$ cat config.mk
export PLATFORM = sky130hd
export DESIGN_NAME = bee3_mem_arbiter_flat
export DESIGN_NICKNAME = d
export VERILOG_FILES = /design/src/rtl/bee3_mem_arbiter_if.sv /design/src/rtl/bee3_mem_arbiter.sv /design/src/flat_wrapper.sv
export SDC_FILE = /design/constraint.sdc
export NUM_CORES = 1
export LEC_CHECK = 0
export BUFFER_PORTS_ARGS = -buffer_cell sky130_fd_sc_hd__buf_2
export CORE_AREA = 3 3 335 337
export CTS_CLUSTER_SIZE = 30
export DETAILED_ROUTE_END_ITERATION = 8
export DIE_AREA = 0 0 338 340
export SLEW_MARGIN = 25
export SYNTH_ARGS = -nofsm -noshare
export SYNTH_HDL_FRONTEND = slang
export SYNTH_SLANG_ARGS = --single-unit
$ cat constraint.sdc
create_clock -name clk -period 2.65 [get_ports clk]
set_clock_uncertainty 0.2 [all_clocks]
set_input_delay 0.265 -clock clk [delete_from_list [all_inputs] [get_ports clk]]
set_output_delay 0.265 -clock clk [all_outputs]
set_load 0.02 [all_outputs]
$ cat src/rtl/bee3_mem_arbiter_if.sv
// Client-side and memory-controller-side signals of the BEE3 memory arbiter.
// The arbiter connects through the slave modport; the environment (clients
// plus AF/WB/RB model) drives the master modport.
interface bee3_mem_arbiter_if;
  // client 0
  logic         c0_req;
  logic         c0_read;
  logic [27:0]  c0_addr;
  logic [127:0] c0_wdata;
  logic         c0_wack;
  logic         c0_gnt;
  logic [127:0] c0_rdata;
  logic         c0_rvalid;
  // client 1
  logic         c1_req;
  logic         c1_read;
  logic [27:0]  c1_addr;
  logic [127:0] c1_wdata;
  logic         c1_wack;
  logic         c1_gnt;
  logic [127:0] c1_rdata;
  logic         c1_rvalid;
  // address FIFO
  logic         writeAF;
  logic         read;
  logic [27:0]  addr;
  logic         AFfull;
  // write buffer
  logic         writeWB;
  logic [31:0]  write_data1;
  logic [31:0]  write_data2;
  logic [31:0]  write_data3;
  logic [31:0]  write_data4;
  logic         WBfull;
  // read buffer
  logic         readRB;
  logic         RBempty;
  logic [31:0]  read_data1;
  logic [31:0]  read_data2;
  logic [31:0]  read_data3;
  logic [31:0]  read_data4;
  // status
  logic         err;

  modport slave (
    input  c0_req, c0_read, c0_addr, c0_wdata,
    output c0_wack, c0_gnt, c0_rdata, c0_rvalid,
    input  c1_req, c1_read, c1_addr, c1_wdata,
    output c1_wack, c1_gnt, c1_rdata, c1_rvalid,
    output writeAF, read, addr,
    input  AFfull,
    output writeWB, write_data1, write_data2, write_data3, write_data4,
    input  WBfull,
    output readRB,
    input  RBempty, read_data1, read_data2, read_data3, read_data4,
    output err
  );

  modport master (
    output c0_req, c0_read, c0_addr, c0_wdata,
    input  c0_wack, c0_gnt, c0_rdata, c0_rvalid,
    output c1_req, c1_read, c1_addr, c1_wdata,
    input  c1_wack, c1_gnt, c1_rdata, c1_rvalid,
    input  writeAF, read, addr,
    output AFfull,
    input  writeWB, write_data1, write_data2, write_data3, write_data4,
    output WBfull,
    input  readRB,
    output RBempty, read_data1, read_data2, read_data3, read_data4,
    input  err
  );
endinterface

$ cat src/rtl/bee3_mem_arbiter.sv
// Two-client round-robin arbiter/sequencer in front of the BEE3 DDR2
// controller. Commands are serialised onto AF/WB (write data beats first,
// then the command); RB beats are steered back to the issuing client via an
// in-order read-tag FIFO.
module bee3_mem_arbiter #(
  parameter int WB_BEATS  = 2,
  parameter int RB_BEATS  = 2,
  parameter int TAG_DEPTH = 8
) (
  input  logic              clk,
  input  logic              rst,
  bee3_mem_arbiter_if.slave bus
);

  localparam int WBW = (WB_BEATS > 1) ? $clog2(WB_BEATS) : 1;
  localparam int RBW = (RB_BEATS > 1) ? $clog2(RB_BEATS) : 1;
  localparam int TAW = $clog2(TAG_DEPTH);

  localparam logic [WBW-1:0] WB_LAST = WBW'(WB_BEATS - 1);
  localparam logic [RBW-1:0] RB_LAST = RBW'(RB_BEATS - 1);

  localparam logic [1:0] ST_IDLE  = 2'd0;
  localparam logic [1:0] ST_WDATA = 2'd1;
  localparam logic [1:0] ST_CMD   = 2'd2;

  // command side state
  logic [1:0]     state_q, state_d;
  logic           win_q, win_d;      // latched winner (0/1)
  logic           read_q, read_d;    // latched command type
  logic [27:0]    addr_q, addr_d;    // latched command address
  logic           last_q, last_d;    // client granted most recently
  logic [WBW-1:0] wbeat_q, wbeat_d;

  // return side state
  logic [RBW-1:0] rbeat_q, rbeat_d;
  logic [TAW:0]   wr_ptr_q, wr_ptr_d;
  logic [TAW:0]   rd_ptr_q, rd_ptr_d;
  logic           rvalid0_q, rvalid0_d;
  logic           rvalid1_q, rvalid1_d;
  logic [127:0]   rdata_q, rdata_d;
  logic           err_q, err_d;

  logic           tag_mem [TAG_DEPTH];

  logic           pick;
  logic           wb_push;
  logic           af_push;
  logic           tag_push;
  logic           tag_pop;
  logic           tag_empty;
  logic           tag_full;
  logic           tag_head;
  logic           rb_pop;
  logic           rb_hit;
  logic [127:0]   wdata_sel;

  // A lone requester wins; on a tie the client not granted last wins.
  assign pick = (bus.c0_req && bus.c1_req) ? ~last_q : bus.c1_req;

  assign tag_empty = (wr_ptr_q == rd_ptr_q);
  assign tag_full  = (wr_ptr_q[TAW] != rd_ptr_q[TAW]) &&
                     (wr_ptr_q[TAW-1:0] == rd_ptr_q[TAW-1:0]);
  assign tag_head  = tag_mem[rd_ptr_q[TAW-1:0]];

  // Pushes depend only on registered state and the full flags, so no
  // client request ever reaches an output combinationally.
  assign wb_push   = (state_q == ST_WDATA) && !bus.WBfull;
  assign af_push   = (state_q == ST_CMD) && !bus.AFfull && (!read_q || !tag_full);
  assign tag_push  = af_push && read_q;

  assign rb_pop    = !bus.RBempty;
  assign rb_hit    = rb_pop && !tag_empty;
  assign tag_pop   = rb_hit && (rbeat_q == RB_LAST);

  assign wdata_sel = win_q ? bus.c1_wdata : bus.c0_wdata;

  // memory controller outputs
  assign bus.writeWB     = wb_push;
  assign bus.write_data1 = wb_push ? wdata_sel[31:0]   : 32'd0;
  assign bus.write_data2 = wb_push ? wdata_sel[63:32]  : 32'd0;
  assign bus.write_data3 = wb_push ? wdata_sel[95:64]  : 32'd0;
  assign bus.write_data4 = wb_push ? wdata_sel[127:96] : 32'd0;
  assign bus.writeAF     = af_push;
  assign bus.read        = af_push && read_q;
  assign bus.addr        = af_push ? addr_q : 28'd0;
  assign bus.readRB      = rb_pop;
  assign bus.err         = err_q;

  // client outputs
  assign bus.c0_wack   = wb_push && !win_q;
  assign bus.c1_wack   = wb_push &&  win_q;
  assign bus.c0_gnt    = af_push && !win_q;
  assign bus.c1_gnt    = af_push &&  win_q;
  assign bus.c0_rvalid = rvalid0_q;
  assign bus.c1_rvalid = rvalid1_q;
  assign bus.c0_rdata  = rdata_q;
  assign bus.c1_rdata  = rdata_q;

  // Command FSM: arbitrate, stream write beats, then push the AF entry.
  always_comb begin
    state_d = state_q;
    win_d   = win_q;
    read_d  = read_q;
    addr_d  = addr_q;
    last_d  = last_q;
    wbeat_d = wbeat_q;
    case (state_q)
      ST_IDLE: begin
        if (bus.c0_req || bus.c1_req) begin
          win_d   = pick;
          read_d  = pick ? bus.c1_read : bus.c0_read;
          addr_d  = pick ? bus.c1_addr : bus.c0_addr;
          wbeat_d = '0;
          state_d = (pick ? bus.c1_read : bus.c0_read) ? ST_CMD : ST_WDATA;
        end
      end
      ST_WDATA: begin
        if (wb_push) begin
          if (wbeat_q == WB_LAST) begin
            wbeat_d = '0;
            state_d = ST_CMD;
          end else begin
            wbeat_d = wbeat_q + WBW'(1);
          end
        end
      end
      ST_CMD: begin
        if (af_push) begin
          last_d  = win_q;
          state_d = ST_IDLE;
        end
      end
      default: state_d = ST_IDLE;
    endcase
  end

  // Return path: pop RB, steer each beat by the tag FIFO head, flag orphans.
  always_comb begin
    rbeat_d   = rbeat_q;
    wr_ptr_d  = wr_ptr_q;
    rd_ptr_d  = rd_ptr_q;
    rvalid0_d = rb_hit && !tag_head;
    rvalid1_d = rb_hit &&  tag_head;
    rdata_d   = rb_hit ? {bus.read_data4, bus.read_data3, bus.read_data2, bus.read_data1}
                       : rdata_q;
    err_d     = err_q || (rb_pop && tag_empty);
    if (tag_push) wr_ptr_d = wr_ptr_q + (TAW+1)'(1);
    if (rb_hit) begin
      if (tag_pop) begin
        rbeat_d  = '0;
        rd_ptr_d = rd_ptr_q + (TAW+1)'(1);
      end else begin
        rbeat_d  = rbeat_q + RBW'(1);
      end
    end
  end

  // State registers with synchronous active-low reset.
  always_ff @(posedge clk) begin
    if (!rst) begin
      state_q   <= ST_IDLE;
      win_q     <= 1'b0;
      read_q    <= 1'b0;
      addr_q    <= '0;
      last_q    <= 1'b1;   // makes client 0 win the first tie
      wbeat_q   <= '0;
      rbeat_q   <= '0;
      wr_ptr_q  <= '0;
      rd_ptr_q  <= '0;
      rvalid0_q <= 1'b0;
      rvalid1_q <= 1'b0;
      rdata_q   <= '0;
      err_q     <= 1'b0;
    end else begin
      state_q   <= state_d;
      win_q     <= win_d;
      read_q    <= read_d;
      addr_q    <= addr_d;
      last_q    <= last_d;
      wbeat_q   <= wbeat_d;
      rbeat_q   <= rbeat_d;
      wr_ptr_q  <= wr_ptr_d;
      rd_ptr_q  <= rd_ptr_d;
      rvalid0_q <= rvalid0_d;
      rvalid1_q <= rvalid1_d;
      rdata_q   <= rdata_d;
      err_q     <= err_d;
    end
  end

  // Tag storage: client id of each outstanding read, in issue order.
  always_ff @(posedge clk) begin
    if (tag_push) tag_mem[wr_ptr_q[TAW-1:0]] <= win_q;
  end

endmodule
$ cat src/flat_wrapper.sv
// flat-port wrapper written by rule: the top's interface ports become plain ports
module bee3_mem_arbiter_flat 
#(
  parameter int WB_BEATS  = 2,
  parameter int RB_BEATS  = 2,
  parameter int TAG_DEPTH = 8
)
  (clk, rst, bus_c0_req, bus_c0_read, bus_c0_addr, bus_c0_wdata, bus_c0_wack, bus_c0_gnt, bus_c0_rdata, bus_c0_rvalid, bus_c1_req, bus_c1_read, bus_c1_addr, bus_c1_wdata, bus_c1_wack, bus_c1_gnt, bus_c1_rdata, bus_c1_rvalid, bus_writeAF, bus_read, bus_addr, bus_AFfull, bus_writeWB, bus_write_data1, bus_write_data2, bus_write_data3, bus_write_data4, bus_WBfull, bus_readRB, bus_RBempty, bus_read_data1, bus_read_data2, bus_read_data3, bus_read_data4, bus_err);
  bee3_mem_arbiter_if bus_i ();
  input  logic clk;
  input  logic rst;
  input wire logic [$bits(bus_i.c0_req)-1:0] bus_c0_req;
  input wire logic [$bits(bus_i.c0_read)-1:0] bus_c0_read;
  input wire logic [$bits(bus_i.c0_addr)-1:0] bus_c0_addr;
  input wire logic [$bits(bus_i.c0_wdata)-1:0] bus_c0_wdata;
  output wire logic [$bits(bus_i.c0_wack)-1:0] bus_c0_wack;
  output wire logic [$bits(bus_i.c0_gnt)-1:0] bus_c0_gnt;
  output wire logic [$bits(bus_i.c0_rdata)-1:0] bus_c0_rdata;
  output wire logic [$bits(bus_i.c0_rvalid)-1:0] bus_c0_rvalid;
  input wire logic [$bits(bus_i.c1_req)-1:0] bus_c1_req;
  input wire logic [$bits(bus_i.c1_read)-1:0] bus_c1_read;
  input wire logic [$bits(bus_i.c1_addr)-1:0] bus_c1_addr;
  input wire logic [$bits(bus_i.c1_wdata)-1:0] bus_c1_wdata;
  output wire logic [$bits(bus_i.c1_wack)-1:0] bus_c1_wack;
  output wire logic [$bits(bus_i.c1_gnt)-1:0] bus_c1_gnt;
  output wire logic [$bits(bus_i.c1_rdata)-1:0] bus_c1_rdata;
  output wire logic [$bits(bus_i.c1_rvalid)-1:0] bus_c1_rvalid;
  output wire logic [$bits(bus_i.writeAF)-1:0] bus_writeAF;
  output wire logic [$bits(bus_i.read)-1:0] bus_read;
  output wire logic [$bits(bus_i.addr)-1:0] bus_addr;
  input wire logic [$bits(bus_i.AFfull)-1:0] bus_AFfull;
  output wire logic [$bits(bus_i.writeWB)-1:0] bus_writeWB;
  output wire logic [$bits(bus_i.write_data1)-1:0] bus_write_data1;
  output wire logic [$bits(bus_i.write_data2)-1:0] bus_write_data2;
  output wire logic [$bits(bus_i.write_data3)-1:0] bus_write_data3;
  output wire logic [$bits(bus_i.write_data4)-1:0] bus_write_data4;
  input wire logic [$bits(bus_i.WBfull)-1:0] bus_WBfull;
  output wire logic [$bits(bus_i.readRB)-1:0] bus_readRB;
  input wire logic [$bits(bus_i.RBempty)-1:0] bus_RBempty;
  input wire logic [$bits(bus_i.read_data1)-1:0] bus_read_data1;
  input wire logic [$bits(bus_i.read_data2)-1:0] bus_read_data2;
  input wire logic [$bits(bus_i.read_data3)-1:0] bus_read_data3;
  input wire logic [$bits(bus_i.read_data4)-1:0] bus_read_data4;
  output wire logic [$bits(bus_i.err)-1:0] bus_err;
  assign bus_i.c0_req = bus_c0_req;
  assign bus_i.c0_read = bus_c0_read;
  assign bus_i.c0_addr = bus_c0_addr;
  assign bus_i.c0_wdata = bus_c0_wdata;
  assign bus_c0_wack = bus_i.c0_wack;
  assign bus_c0_gnt = bus_i.c0_gnt;
  assign bus_c0_rdata = bus_i.c0_rdata;
  assign bus_c0_rvalid = bus_i.c0_rvalid;
  assign bus_i.c1_req = bus_c1_req;
  assign bus_i.c1_read = bus_c1_read;
  assign bus_i.c1_addr = bus_c1_addr;
  assign bus_i.c1_wdata = bus_c1_wdata;
  assign bus_c1_wack = bus_i.c1_wack;
  assign bus_c1_gnt = bus_i.c1_gnt;
  assign bus_c1_rdata = bus_i.c1_rdata;
  assign bus_c1_rvalid = bus_i.c1_rvalid;
  assign bus_writeAF = bus_i.writeAF;
  assign bus_read = bus_i.read;
  assign bus_addr = bus_i.addr;
  assign bus_i.AFfull = bus_AFfull;
  assign bus_writeWB = bus_i.writeWB;
  assign bus_write_data1 = bus_i.write_data1;
  assign bus_write_data2 = bus_i.write_data2;
  assign bus_write_data3 = bus_i.write_data3;
  assign bus_write_data4 = bus_i.write_data4;
  assign bus_i.WBfull = bus_WBfull;
  assign bus_readRB = bus_i.readRB;
  assign bus_i.RBempty = bus_RBempty;
  assign bus_i.read_data1 = bus_read_data1;
  assign bus_i.read_data2 = bus_read_data2;
  assign bus_i.read_data3 = bus_read_data3;
  assign bus_i.read_data4 = bus_read_data4;
  assign bus_err = bus_i.err;
  bee3_mem_arbiter #(.WB_BEATS(WB_BEATS), .RB_BEATS(RB_BEATS), .TAG_DEPTH(TAG_DEPTH)) u_core (.clk(clk), .rst(rst), .bus(bus_i));
endmodule
==> results of run 1 <==
[registers in the layout (all words and copies together) (netlist names), named ones only]
register              count
u_core.bus.c0_rvalid      1
u_core.bus.c1_rvalid      1
u_core.wr_ptr_q           4
u_core.rd_ptr_q           4
u_core.last_q             1
u_core.wbeat_q            1
u_core.read_q             1
u_core.rbeat_q            1
u_core.bus.err            1
u_core.bus.c0_rdata     128
u_core.addr_q            28
u_core.win_q              1
u_core.tag_mem            8
u_core.state_q            2
[cells in the mapped netlist (2+ instances only)]
library cell and instances:
buf_1 3, ha_1 2, a21oi_1 5, nor2b_1 3
nand3_1 133, nand4_1 3, edfxtp_1 8, o21ai_0 110
mux2i_1 162, and3b_1 2, clkbuf_1 77, clkbuf_2 2
and3_1 3, nor4_1 2, buf_2 12, nand2b_1 5
xor2_1 4, xnor2_1 6, a211oi_1 28, nand2_1 139
mux4_2 2, and2_1 32, inv_1 6, dfxtp_1 177
buf_6 11, buf_4 132, nor2_1 165, o21ai_1 24
[metal layers]
metal  wire length [µm]  GRT usage [%]  vias to the layer above
met3               4240           2.07                       93
li1                   -              -                     6150
met5                 41              0                        -
met2              41900           25.0                      616
met4               2190           4.42                        6
met1              26300           12.2                     6011
[critical path, delay by kind of cell (launching register included)]
family,cells,cell delay (ps)
buffers and inverters,2,350
AND/OR/NAND/NOR,2,560
flip-flops,1,390
AO/OA/AOI/OAI,1,130
XOR/XNOR,1,200
[power groups by stage]
stage | Sequential (mW) | Clock [mW] | Combinational [mW]
after floorplan | 3.03 | 0 | 0.813
after global placement | 3.06 | 0 | 1.79
after detailed placement | 3.05 | 0 | 1.81
final | 2.99 | 2.63 | 2.10
after global routing | 3.00 | 2.85 | 2.26
after CTS | 2.99 | 2.82 | 2.15
[stage by stage]
step	setup WS [ps]	area [µm²]	power [mW]	instances	setup TNS, ps
6_report	55.4	18900	7.72	3741	0
5_1_grt	-62.9	18900	8.12	3741	-1580
4_1_cts	-20.4	18700	7.96	3731	-227
3_5_place_dp	374	15800	4.86	3473	0
3_3_place_gp	374	15800	4.85	3473	0
2_1_floorplan	474	10300	3.85	1277	0
[what timing repair did]
item	in CTS	in global routing
pin swaps	2	4
gates cloned	2	1
setup endpoints to repair	131	54
endpoints found under the hold margin	162	0
hold buffers	217	0
buffers inserted	7	3
gates resized for setup	26	15
[kinds of logic after synthesis]
logic type      synth area share (%)
compound gates                  9.81
xor+xnor                       0.851
fa+ha+maj                      0.243
buf+inv                         14.6
flops                           36.8
mux                             16.2
simple gates                    21.5
[worst max-delay path by stage]
stage | from | endpoint | slack, ps
detailed placement | u_core.wr_ptr_q[2] | bus_c1_gnt | 370
CTS | u_core.wr_ptr_q[2] | bus_c1_gnt | -20
global route | u_core.wr_ptr_q[1] | bus_addr[25] | -60
finish | u_core.wr_ptr_q[1] | bus_addr[8] | 60
floorplan | u_core.win_q | bus_write_data1[24] | 470
global placement | u_core.win_q | bus_write_data2[30] | 370
[layout make-up]
| class | count | share of cell area [%] |
|---|---|---|
| Tap cell | 1476 | 9.80 |
| Antenna cell | 6 | 0.0796 |
| Clock inverter | 14 | 0.810 |
| Sequential cell | 185 | 20.2 |
| Timing Repair Buffer | 1185 | 39.4 |
| Clock buffer | 18 | 2.28 |
| Multi-Input combinational cell | 851 | 27.3 |
| Inverter | 6 | 0.119 |
==> results.sh, run 1 <==
export IMPL_layout_common_cells="buf_2 (866), dlygate4sd3_1 (217), dfxtp_1 (168)"
export IMPL_finalHoldViolCount=0
export IMPL_path_class="flip-flop to output port"
export IMPL_drc=0
export IMPL_multi_input_area_um2=5150
export IMPL_synth_seq_cells=185
export IMPL_cts_tree="done"
export IMPL_place_hpwl_mm=62.5
export IMPL_core_um2=109000
export IMPL_syn_nets=1728
export IMPL_slowest_delay_ps=390
export IMPL_clock_power_share_pct=34.1
export IMPL_via_per_inst=3.44
export IMPL_yosys_area_top_type_share_pct=34.4
export IMPL_fp_dieArea_um2=115000
export IMPL_ff_latch_area_um2=3800
export IMPL_grt_pass1_wl_mm=97.5
export IMPL_p_comb_share_pct=27.2
export IMPL_cp_slowest_cell="dfxtp_4"
export IMPL_worstMarginPinSlew_ps=709
export IMPL_grt_overflow=0
export IMPL_gp_congestion=0.934
export IMPL_synthCells=1277
export IMPL_ff2ff_setup_slack_ps=80
export IMPL_grt_pass1_vias=12634
export IMPL_intPower_mw=5.11
export IMPL_drv_slew=0
export IMPL_finalCritPeriodShare_pct=97.9
export IMPL_path_max_fanout=32
export IMPL_drt_iter0_drc=568
export IMPL_cts_max_level=4
export IMPL_worst_r2r_endpoint="u_core.bus.c0_rdata[28]"
export IMPL_antenna_found_initial=26
export IMPL_clk_latency_ps=500
export IMPL_final_util_pct=17.3
export IMPL_start_util_pct=9.43
export IMPL_grt_usage_pct=12.3
export IMPL_area_delta_synth_final_pct=83.2
export IMPL_hold_depth=4
export IMPL_wire_per_inst_um=20.0
export IMPL_syn_area_per_cell_um2=8.06
export IMPL_syn_area_um2=10300
export IMPL_synth_cell_type_count=47
export IMPL_yosysTopAreaCell="dfxtp_1"
export IMPL_cts_path_max_buffers=2
export IMPL_p_switching_mw=2.61
export IMPL_fill_cells=12304
export IMPL_critPathCaptureType="output port"
export IMPL_setup_viol=0
export IMPL_finalCriticalPeriod_ps=2590
export IMPL_power_density_nw_per_um2=409
export IMPL_cts_root_buf="clkbuf_16"
export IMPL_dr_pass1_iters=5
export IMPL_p_leak_nw=8.76
export IMPL_rsz0062_at_grt="yes"
export IMPL_async_flop_share_pct=0
export IMPL_die_w_um=338
export IMPL_pwr_share_seq_pct=38.7
export IMPL_io_pins=872
export IMPL_rr_worst_depth=8
export IMPL_rows=121
export IMPL_clock_sink_count=185
export IMPL_worstPathRequired_ps=2180
export IMPL_swShare_pct=33.8
export IMPL_fmaxAchievable_ghz=0.385
export IMPL_drive_gt1_share_pct=46.0
export IMPL_fp_dieH_um=340
export IMPL_grt_start_max_net_pins=103
export IMPL_ys_flop_type="dfxtp_1"
export IMPL_vias=12876
export IMPL_ant_nets=0
export IMPL_synth_edff_count=8
export IMPL_wirelength_mm=74.7
export IMPL_ir_drop_mv=0.494
export IMPL_min_delay_start="bus_c1_read"
export IMPL_cts_buffers=17
export IMPL_holdPathEnd="u_core.read_q"
export IMPL_layout_nets=2697
export IMPL_path_clk_slew_ps=80
export IMPL_max_slew_margin_rel_pct=52.1
export IMPL_crit_arrival_ps=2130
export IMPL_yosys_warnings=0
export IMPL_layout_cells_most_common="buf_2"
export IMPL_synth_area_leaders="dfxtp_1 (34%), mux2i_1 (16%), buf_4 (9.6%), nand3_1 (6.5%), nor2_1 (6.0%)"
export IMPL_cp_start_kind="flip-flop"
export IMPL_run_status="finished, final reports clean"
export IMPL_path_cells="xor2_2 > nor4_4 > a21oi_4 > buf_12 > and2_1 > buf_2"
export IMPL_portBuffers=871
export IMPL_max_cap_violations=0
export IMPL_reg2reg_from="u_core.rd_ptr_q[0]"
export IMPL_ys_seq_area_share_pct=36.8
export IMPL_whs_ps=108
export IMPL_hp_class="input pin to flip-flop"
Note: power is estimated with default switching activity, not from simulation.
==> run 2: changes to the inputs <==
==> constraint.sdc (replaced) <==
create_clock -name clk -period 2.65 [get_ports clk]
set_clock_uncertainty 0.2 [all_clocks]
set_input_delay 0.3975 -clock clk [delete_from_list [all_inputs] [get_ports clk]]
set_output_delay 0.3975 -clock clk [all_outputs]
set_load 0.02 [all_outputs]
==> results.sh, run 2 (synthesis gave the netlist of run 1 again) <==
export IMPL_run_status="finished, final reports clean"
export IMPL_io_pins=872
export IMPL_fin_cells=3696
export IMPL_core_um2=109000
export IMPL_p_switching_mw=2.71
export IMPL_rows=121
export IMPL_clock_power_share_pct=33.1
export IMPL_wire_per_inst_um=20.4
export IMPL_gp_congestion=0.924
export IMPL_crit_arrival_ps=2020
export IMPL_rr_worst_depth=5
export IMPL_area_delta_synth_final_pct=90.0
export IMPL_portBuffers=871
export IMPL_cts_max_level=4
export IMPL_place_hpwl_mm=62.8
export IMPL_grt_usage_pct=12.3
export IMPL_drv_slew=0
export IMPL_antenna_found_initial=28
export IMPL_layout_nets=2646
export IMPL_ir_drop_mv=0.430
export IMPL_max_cap_violations=0
export IMPL_grt_overflow=0
export IMPL_slowest_delay_ps=370
export IMPL_clk_latency_ps=490
export IMPL_largest_reg_flops=128
export IMPL_layout_common_cells="buf_2 (771), dfxtp_1 (168), dlygate4sd3_1 (150)"
export IMPL_wirelength_mm=75.3
export IMPL_drc=0
export IMPL_drt_iter0_drc=514
export IMPL_path_max_fanout=15
export IMPL_crit_start="u_core.wr_ptr_q[1]"
export IMPL_fin_ws_ps=33.5
export IMPL_cts_tree="done"
export IMPL_rsz0062_at_grt="yes"
export IMPL_grt_start_max_net_pins=96
export IMPL_cts_path_max_buffers=2
export IMPL_grt_pass1_vias=12291
export IMPL_intPower_mw=5.22
export IMPL_finalCriticalPeriod_ps=2620
export IMPL_via_per_inst=3.43
export IMPL_clock_sink_count=185
export IMPL_dr_pass1_iters=5
export IMPL_final_util_pct=17.9
export IMPL_hp_class="input pin to flip-flop"
export IMPL_die_w_um=338
export IMPL_finalHoldViolCount=0
export IMPL_ff2ff_setup_slack_ps=480
export IMPL_cts_root_buf="clkbuf_16"
export IMPL_p_comb_share_pct=29.3
export IMPL_crit_path_end="bus_addr[16]"
export IMPL_ant_nets=0
export IMPL_drive_gt1_share_pct=51.8
export IMPL_fp_dieArea_um2=115000
export IMPL_power_density_nw_per_um2=406
export IMPL_post_place_ws_ps=257
export IMPL_layout_cells_most_common="buf_2"
export IMPL_start_util_pct=9.43
export IMPL_setup_viol=0
export IMPL_finalCritPeriodShare_pct=98.7
export IMPL_vias=12685
export IMPL_cts_buffers=17
export IMPL_hold_depth=3
export IMPL_pwr_share_seq_pct=37.6
export IMPL_path_class="flip-flop to output port"
export IMPL_p_leak_nw=8.79
export IMPL_critPathCaptureType="output port"
export IMPL_reg2reg_from="u_core.last_q"
export IMPL_dp_cells=3479
export IMPL_fill_cells=12196
export IMPL_swShare_pct=34.1
export IMPL_path_clk_slew_ps=80
export IMPL_worstMarginPinSlew_ps=811
export IMPL_worstPathRequired_ps=2050
export IMPL_cp_start_kind="flip-flop"
export IMPL_cp_slowest_cell="dfxtp_4"
export IMPL_fmaxAchievable_ghz=0.382
export IMPL_fp_dieH_um=340
export IMPL_max_slew_margin_rel_pct=45.4
export IMPL_grt_pass1_wl_mm=96.6
export IMPL_path_cells="xor2_4 > nor4_4 > a21oi_4 > buf_8 > and2_1 > buf_2"
export IMPL_worst_r2r_endpoint="u_core.addr_q[24]"
## run 2: cell types whose count changed in the layout (fill, tap and decap cells not counted), moves of 19 or more
cell | previous run | this run
buf_4 | 86 | 120
buf_6 | 5 | 56
dlygate4sd3_1 | 217 | 150
buf_2 | 866 | 771
nor2_1 | 164 | 88
buf_12 | 8 | 27
nor2_4 | 0 | 37
nor2_2 | 1 | 40
## run 2: repair_timing
action                     in CTS  in global routing
setup endpoints to repair     147                 79
hold endpoints to repair      142                  0
hold buffers                  150                  0
gates resized for setup       172                135
setup buffers                  12                  1
pin swaps                       3                 21
cloned                          5                  5
## run 2: per-layer routing
layer	track usage [%]	part of all wire (%)	vias to the layer above
li1	-	-	6071
met1	12.3	35	5880
met2	24.7	56	614
met3	2.16	5.9	110
met4	4.70	3.3	10
met5	0	0.090	-
## run 2: final cells by class
class / instances / area, µm² / share of cell area, %
Sequential cell: 185 / 3800 / 19.5
Antenna cell: 12 / 30.0 / 0.154
Multi-Input combinational cell: 849 / 5540 / 28.4
Clock inverter: 14 / 158 / 0.806
Clock buffer: 18 / 429 / 2.20
Timing Repair Buffer: 1136 / 7720 / 39.5
Tap cell: 1476 / 1850 / 9.45
Inverter: 6 / 22.5 / 0.115
## run 2: worst min path at each step
stage	start	end	slack [ps]
final	bus_c1_addr[9]	u_core.addr_q[9]	70
after global routing	bus_read_data3[2]	u_core.bus.c0_rdata[66]	50
after global placement	u_core.bus.c0_rdata[113]	u_core.bus.c0_rdata[113]	250
after floorplan	u_core.wbeat_q	u_core.wbeat_q	270
after CTS	bus_c0_addr[13]	u_core.addr_q[13]	1
after detailed placement	u_core.bus.c0_rdata[100]	u_core.bus.c0_rdata[100]	250
## run 2: worst max-delay path: cells and delay by family (launching register included)
kind,cells,cell delay (ps)
AOI/OAI and AO/OA,1,130
and+or+nand+nor,2,510
xor gates and xnor gates,1,190
buffers and inverters,2,320
DFF,1,370
## run 2: power by group through the flow
stage | clock (mW) | sequential (mW) | combinational [mW]
after floorplan | 0 | 3.03 | 0.813
after global placement | 0 | 3.05 | 1.86
after detailed placement | 0 | 3.05 | 1.87
after CTS | 2.79 | 2.98 | 2.28
after global routing | 2.82 | 2.99 | 2.50
final | 2.62 | 2.98 | 2.33
## run 2: per-stage QoR
stage	TNS, ps	total power, mW	hold slack (ps)	instance area [µm²]
final	0	7.93	71.0	19600
after detailed placement	0	4.92	254	16100
after CTS	-691	8.04	1.41	19000
after floorplan	0	3.85	265	10300
after global routing	-1070	8.30	45.8	19500
after global placement	0	4.91	249	16100
